**config.mk**
```make
export PLATFORM = sky130hd
export DESIGN_NAME = i2s_tx
export DESIGN_NICKNAME = d
export VERILOG_FILES = /design/src/rtl/i2s_tx.sv
export SDC_FILE = /design/constraint.sdc
export NUM_CORES = 1
export LEC_CHECK = 0
export CORE_MARGIN = 4
export CORE_UTILIZATION = 57
export DETAILED_ROUTE_END_ITERATION = 8
export PLACE_DENSITY_LB_ADDON = 0.12
export SLEW_MARGIN = 20
export SYNTH_ARGS = -nofsm -noshare
export SYNTH_HDL_FRONTEND = slang
export SYNTH_SLANG_ARGS = --single-unit
```
**constraint.sdc**
```tcl
create_clock -name clk -period 3.7 [get_ports clk]
set_input_delay 0.74 -clock clk [delete_from_list [all_inputs] [get_ports clk]]
set_output_delay 0.74 -clock clk [all_outputs]
set_load 0.01 [all_outputs]
```
**src/rtl/i2s_tx.sv**
```systemverilog
// I2S transmitter: 64-slot stereo frames (32 sclk per channel), MSB first, with a
// one-entry pending buffer, sample bypass at the frame load and sticky overflow/underrun flags.
package sample_pkg;
  localparam int DATA_WIDTH = 24;

  typedef struct packed {
    logic [DATA_WIDTH-1:0] lc;
    logic [DATA_WIDTH-1:0] rc;
  } sample_t;
endpackage

module i2s_tx #(
  parameter int DATA_WIDTH = sample_pkg::DATA_WIDTH,
  parameter int SCLK_HALF  = 16
) (
  input  logic                clk,
  input  logic                rst_n,
  input  sample_pkg::sample_t data_i,
  input  logic                vld_i,
  input  logic                clr_i,
  output logic                sclk_o,
  output logic                lrck_o,
  output logic                sdat_o,
  output logic                frame_o,
  output logic                ovf_o,
  output logic                udf_o
);

  localparam int CNT_W = (SCLK_HALF > 1) ? $clog2(SCLK_HALF) : 1;

  logic [CNT_W-1:0]      div_cnt;
  logic [5:0]            slot;
  logic [5:0]            slot_nxt;
  sample_pkg::sample_t   pend_q;
  sample_pkg::sample_t   act_q;
  sample_pkg::sample_t   load_val;
  sample_pkg::sample_t   word_src;
  logic                  full_q;
  logic                  wrap;
  logic                  fall;
  logic                  load;
  logic                  ovf_set;
  logic                  udf_set;
  logic [DATA_WIDTH-1:0] word;
  logic [DATA_WIDTH-1:0] word_sh;
  logic                  sdat_nxt;
  logic                  lrck_nxt;

  assign wrap     = (div_cnt == CNT_W'(SCLK_HALF - 1));
  assign fall     = wrap & sclk_o;
  assign slot_nxt = slot + 6'd1;
  assign load     = fall & (slot == 6'd63);

  // Pending wins over a same-cycle vld_i; with nothing available the frame is silent.
  always_comb begin
    load_val = '0;
    if (full_q) begin
      load_val = pend_q;
    end else if (vld_i) begin
      load_val = data_i;
    end
  end

  assign ovf_set = vld_i & full_q & ~load;
  assign udf_set = load & ~full_q & ~vld_i;

  // Slot 0 must already see the sample being loaded in the same edge.
  assign word_src = load ? load_val : act_q;
  assign word     = DATA_WIDTH'(slot_nxt[5] ? word_src.rc : word_src.lc);
  // Shifting past DATA_WIDTH yields the zero padding for the tail of each channel.
  assign word_sh  = word << slot_nxt[4:0];
  assign sdat_nxt = word_sh[DATA_WIDTH-1];
  assign lrck_nxt = (slot_nxt >= 6'd31) && (slot_nxt != 6'd63);

  always_ff @(posedge clk or negedge rst_n) begin
    if (!rst_n) begin
      div_cnt <= '0;
      slot    <= 6'd63;
      sclk_o  <= 1'b0;
      lrck_o  <= 1'b0;
      sdat_o  <= 1'b0;
      frame_o <= 1'b0;
      ovf_o   <= 1'b0;
      udf_o   <= 1'b0;
      pend_q  <= '0;
      act_q   <= '0;
      full_q  <= 1'b0;
    end else begin
      frame_o <= load;

      if (wrap) begin
        div_cnt <= '0;
        sclk_o  <= ~sclk_o;
      end else begin
        div_cnt <= div_cnt + 1'b1;
      end

      if (fall) begin
        slot   <= slot_nxt;
        lrck_o <= lrck_nxt;
        sdat_o <= sdat_nxt;
      end

      if (load) begin
        act_q <= load_val;
      end

      // At a load with pending full, a new sample refills pending and full stays set.
      if (load) begin
        if (vld_i && full_q) begin
          pend_q <= data_i;
        end else begin
          full_q <= 1'b0;
        end
      end else if (vld_i) begin
        pend_q <= data_i;
        full_q <= 1'b1;
      end

      if (ovf_set) begin
        ovf_o <= 1'b1;
      end else if (clr_i) begin
        ovf_o <= 1'b0;
      end

      if (udf_set) begin
        udf_o <= 1'b1;
      end else if (clr_i) begin
        udf_o <= 1'b0;
      end
    end
  end

endmodule

```
==> flow_metrics.env <==
export IMPL_run_status="completed"
export IMPL_slew_viol_final=0
export IMPL_drive_gt1_share_pct=22.2
export IMPL_via_count=4248
export IMPL_numCtsBuffers=17
export IMPL_synthArstFlopShare_pct=100
export IMPL_gp_congestion=0.932
export IMPL_cp_max_fo=41
export IMPL_first_global_vias=4451
export IMPL_rsz0062_at_grt="no"
export IMPL_worstPathRequired_ns=4.10
export IMPL_ys_ff_latch=113
export IMPL_max_clock_path_buffers=2
export IMPL_end_kind="flop"
export IMPL_ios=58
export IMPL_cts_hold_buf=0
export IMPL_synth_warnings=0
export IMPL_start_util_pct=59.6
export IMPL_gr_usage_all_layers_pct=25.0
export IMPL_fillCellCount=669
export IMPL_r2r_cells=9
export IMPL_portBuffers=57
export IMPL_netlist_area_um2=5610
export IMPL_yosys_top_cells_count="dfrtp_1 (107), mux2_2 (52), nand2_1 (43), nor2_1 (43), o21ai_0 (24)"
export IMPL_hold_path_class="input pin to asynchronous set/reset pin"
export IMPL_post_cts_setup_buffers=0
export IMPL_cts_tree="done"
export IMPL_worst_pin_slew_ns=0.764
export IMPL_setup_viol=0
export IMPL_synth_fp_nets=558
export IMPL_place_ws_ns=0.639
export IMPL_final_nets=611
export IMPL_setup_tns_ns=0
export IMPL_routed_via_density=6.09
export IMPL_synth_cell_type_count=65
export IMPL_cellPowerDensity_nw_per_um2=457
export IMPL_coreArea_um2=9420
export IMPL_hold_viol=0
export IMPL_synth_most_common_cell="dfrtp_1"
export IMPL_detail_route_antenna_nets=0
export IMPL_peakVddDrop_v=0.000375
export IMPL_route_detailed_drc=0
export IMPL_synth_edf_count=0
export IMPL_min_period_over_period_pct=81.1
export IMPL_num_rows=35
export IMPL_insertion_delay_ns=0.53
export IMPL_ctsResizeCount=0
export IMPL_yosys_top_cells_area="dfrtp_1 (48%), mux2_2 (10%), a22oi_1 (2.9%)"
export IMPL_r2r_end="sdat_o"
export IMPL_syn_to_final_growth_pct=22.0
export IMPL_gr_total_overflow=0
export IMPL_dieWidth_um=107
export IMPL_rrSetupSlack_ns=0.70
export IMPL_initialDrtViolationCount=251
export IMPL_grt_first_pass_wirelength_um=22000
export IMPL_avgSynthCellArea_um2=11.2
export IMPL_numClockSinks=113
export IMPL_power_leakage_nw=2.97
export IMPL_yosysSeqAreaShare_pct=50.5
export IMPL_slew_headroom_pct=49.1
export IMPL_timing_fmax_ghz=0.333
export IMPL_diodes=0
export IMPL_synth_ff_type="dfrtp_1"
export IMPL_start_kind="flop"
export IMPL_skew_ns=0.00659
export IMPL_netlist_top_cell_by_area="dfrtp_1"
export IMPL_hpwl_um=8520
export IMPL_grt_max_degree=86
export IMPL_path_clk_slew_ns=0.06
export IMPL_syn_inst=503
export IMPL_post_route_min_period_ns=3.00
export IMPL_dieArea_um2=11500
export IMPL_grt_antenna_before_repair=0
export IMPL_synth_largest_type_area_fraction_pct=47.7
export IMPL_crit_type="flop to flop"
export IMPL_crit_arrival_ns=3.40
export IMPL_multi_input_area_um2=2490
export IMPL_h_tree_depth=4
export IMPL_regArea_um2=2840
export IMPL_root_buffer="clkbuf_8"
export IMPL_drv_cap=0
export IMPL_drt_pass1_iterations=5
export IMPL_die_height_um=107
export IMPL_setup_slack_ns=0.699
export IMPL_rr_startpoint="div_cnt[0]"
export IMPL_wirelength_um=13300
export IMPL_routedWlPerCell_um=19.1
[placed cells by master (no fill, tap or decap), drive strengths merged, types with 8 or more instances in the layout]
| cell | count |
|---|---|
| dfrtp | 107 |
| clkdlybuf4s50 | 56 |
| mux2 | 53 |
| nand2 | 43 |
| nor2 | 43 |
| o21ai | 26 |
| a22oi | 22 |
| clkbuf | 18 |
| a221oi | 18 |
| buf | 18 |
| inv | 17 |
| nand3 | 15 |
| nor3 | 12 |
| clkinv | 9 |
| a21oi | 8 |
[sequential cells by signal (all words and copies together), names as in the netlist]
signal,flops
ovf_o,1
act_q,48
sclk_o,1
frame_o,1
pend_q,48
lrck_o,1
full_q,1
sdat_o,1
slot,6
div_cnt,4
udf_o,1
[worst max path at each step]
| stage | from | end | slack, ns | cells after the start |
|---|---|---|---|---|
| 3_5_place_dp | vld_i | sdat_o | 0.64 | 8 |
| 4_1_cts | div_cnt[0] | sdat_o | 0.70 | 9 |
| 6_report | div_cnt[0] | sdat_o | 0.70 | 9 |
| 3_3_place_gp | vld_i | sdat_o | 0.66 | 8 |
| 2_1_floorplan | slot[0] | sdat_o | 0.89 | 11 |
| 5_1_grt | div_cnt[0] | sdat_o | 0.55 | 9 |
[metal layers]
metal / track usage [%] / vias to the layer above / share of wire, %
met5: 0 / - / 0
met4: 12.2 / 0 / 2.8
met3: 6.02 / 34 / 4.9
met2: 39.4 / 129 / 49
met1: 32.3 / 2134 / 44
li1: - / 1951 / -
[cell type report]
cell class | instances | area share [%]
tap | 129 | 2.36
inverter | 18 | 1.06
multi-input combinational | 332 | 36.3
clock buffer | 18 | 6.10
timing repair buffer | 74 | 10.6
sequential | 113 | 41.4
clock inverter | 13 | 2.12
[worst max-delay path, stage by stage (launching register included)]
cell       delay [ns]
dfrtp_1          0.40
ha_1             0.29
and4_1           0.47
nand3_4          0.16
clkinv_4         0.28
mux2_4           0.35
a2111oi_2        0.34
a2111oi_0        0.13
a2111oi_2        0.30
o211ai_2         0.12
[kinds of logic after synthesis]
group                    share of synthesized area [%]
multiplexers                                      14.1
AO/OA/AOI/OAI                                     16.7
buffers and inverters                             5.44
flip-flops                                        50.5
adder cells (fa/ha/maj)                          0.848
AND/OR/NAND/NOR                                   10.9
XOR/XNOR                                          1.54
[metrics by stage]
stage                     std cells  utilization (%)  power, mW  cell area [um2]  hold WS (ns)
after detailed placement        666             66.7       1.57             6280         0.465
final                           697             72.7       3.13             6850         0.263
after global placement          666             66.7       1.56             6280         0.457
after global routing            697             72.7       3.22             6850         0.327
after floorplan                 503                -       1.45             5610         0.442
after CTS                       697             72.7       3.15             6840         0.444
[report_power, final]
part / internal, mW / leakage [nW] / total [mW] / switching [mW]
sequential: 1.30 / 1.30 / 1.33 / 0.0340
combinational: 0.126 / 1.39 / 0.211 / 0.0859
clock: 1.01 / 0.280 / 1.58 / 0.572
No activity file was read; power rests on OpenSTA's default activity.
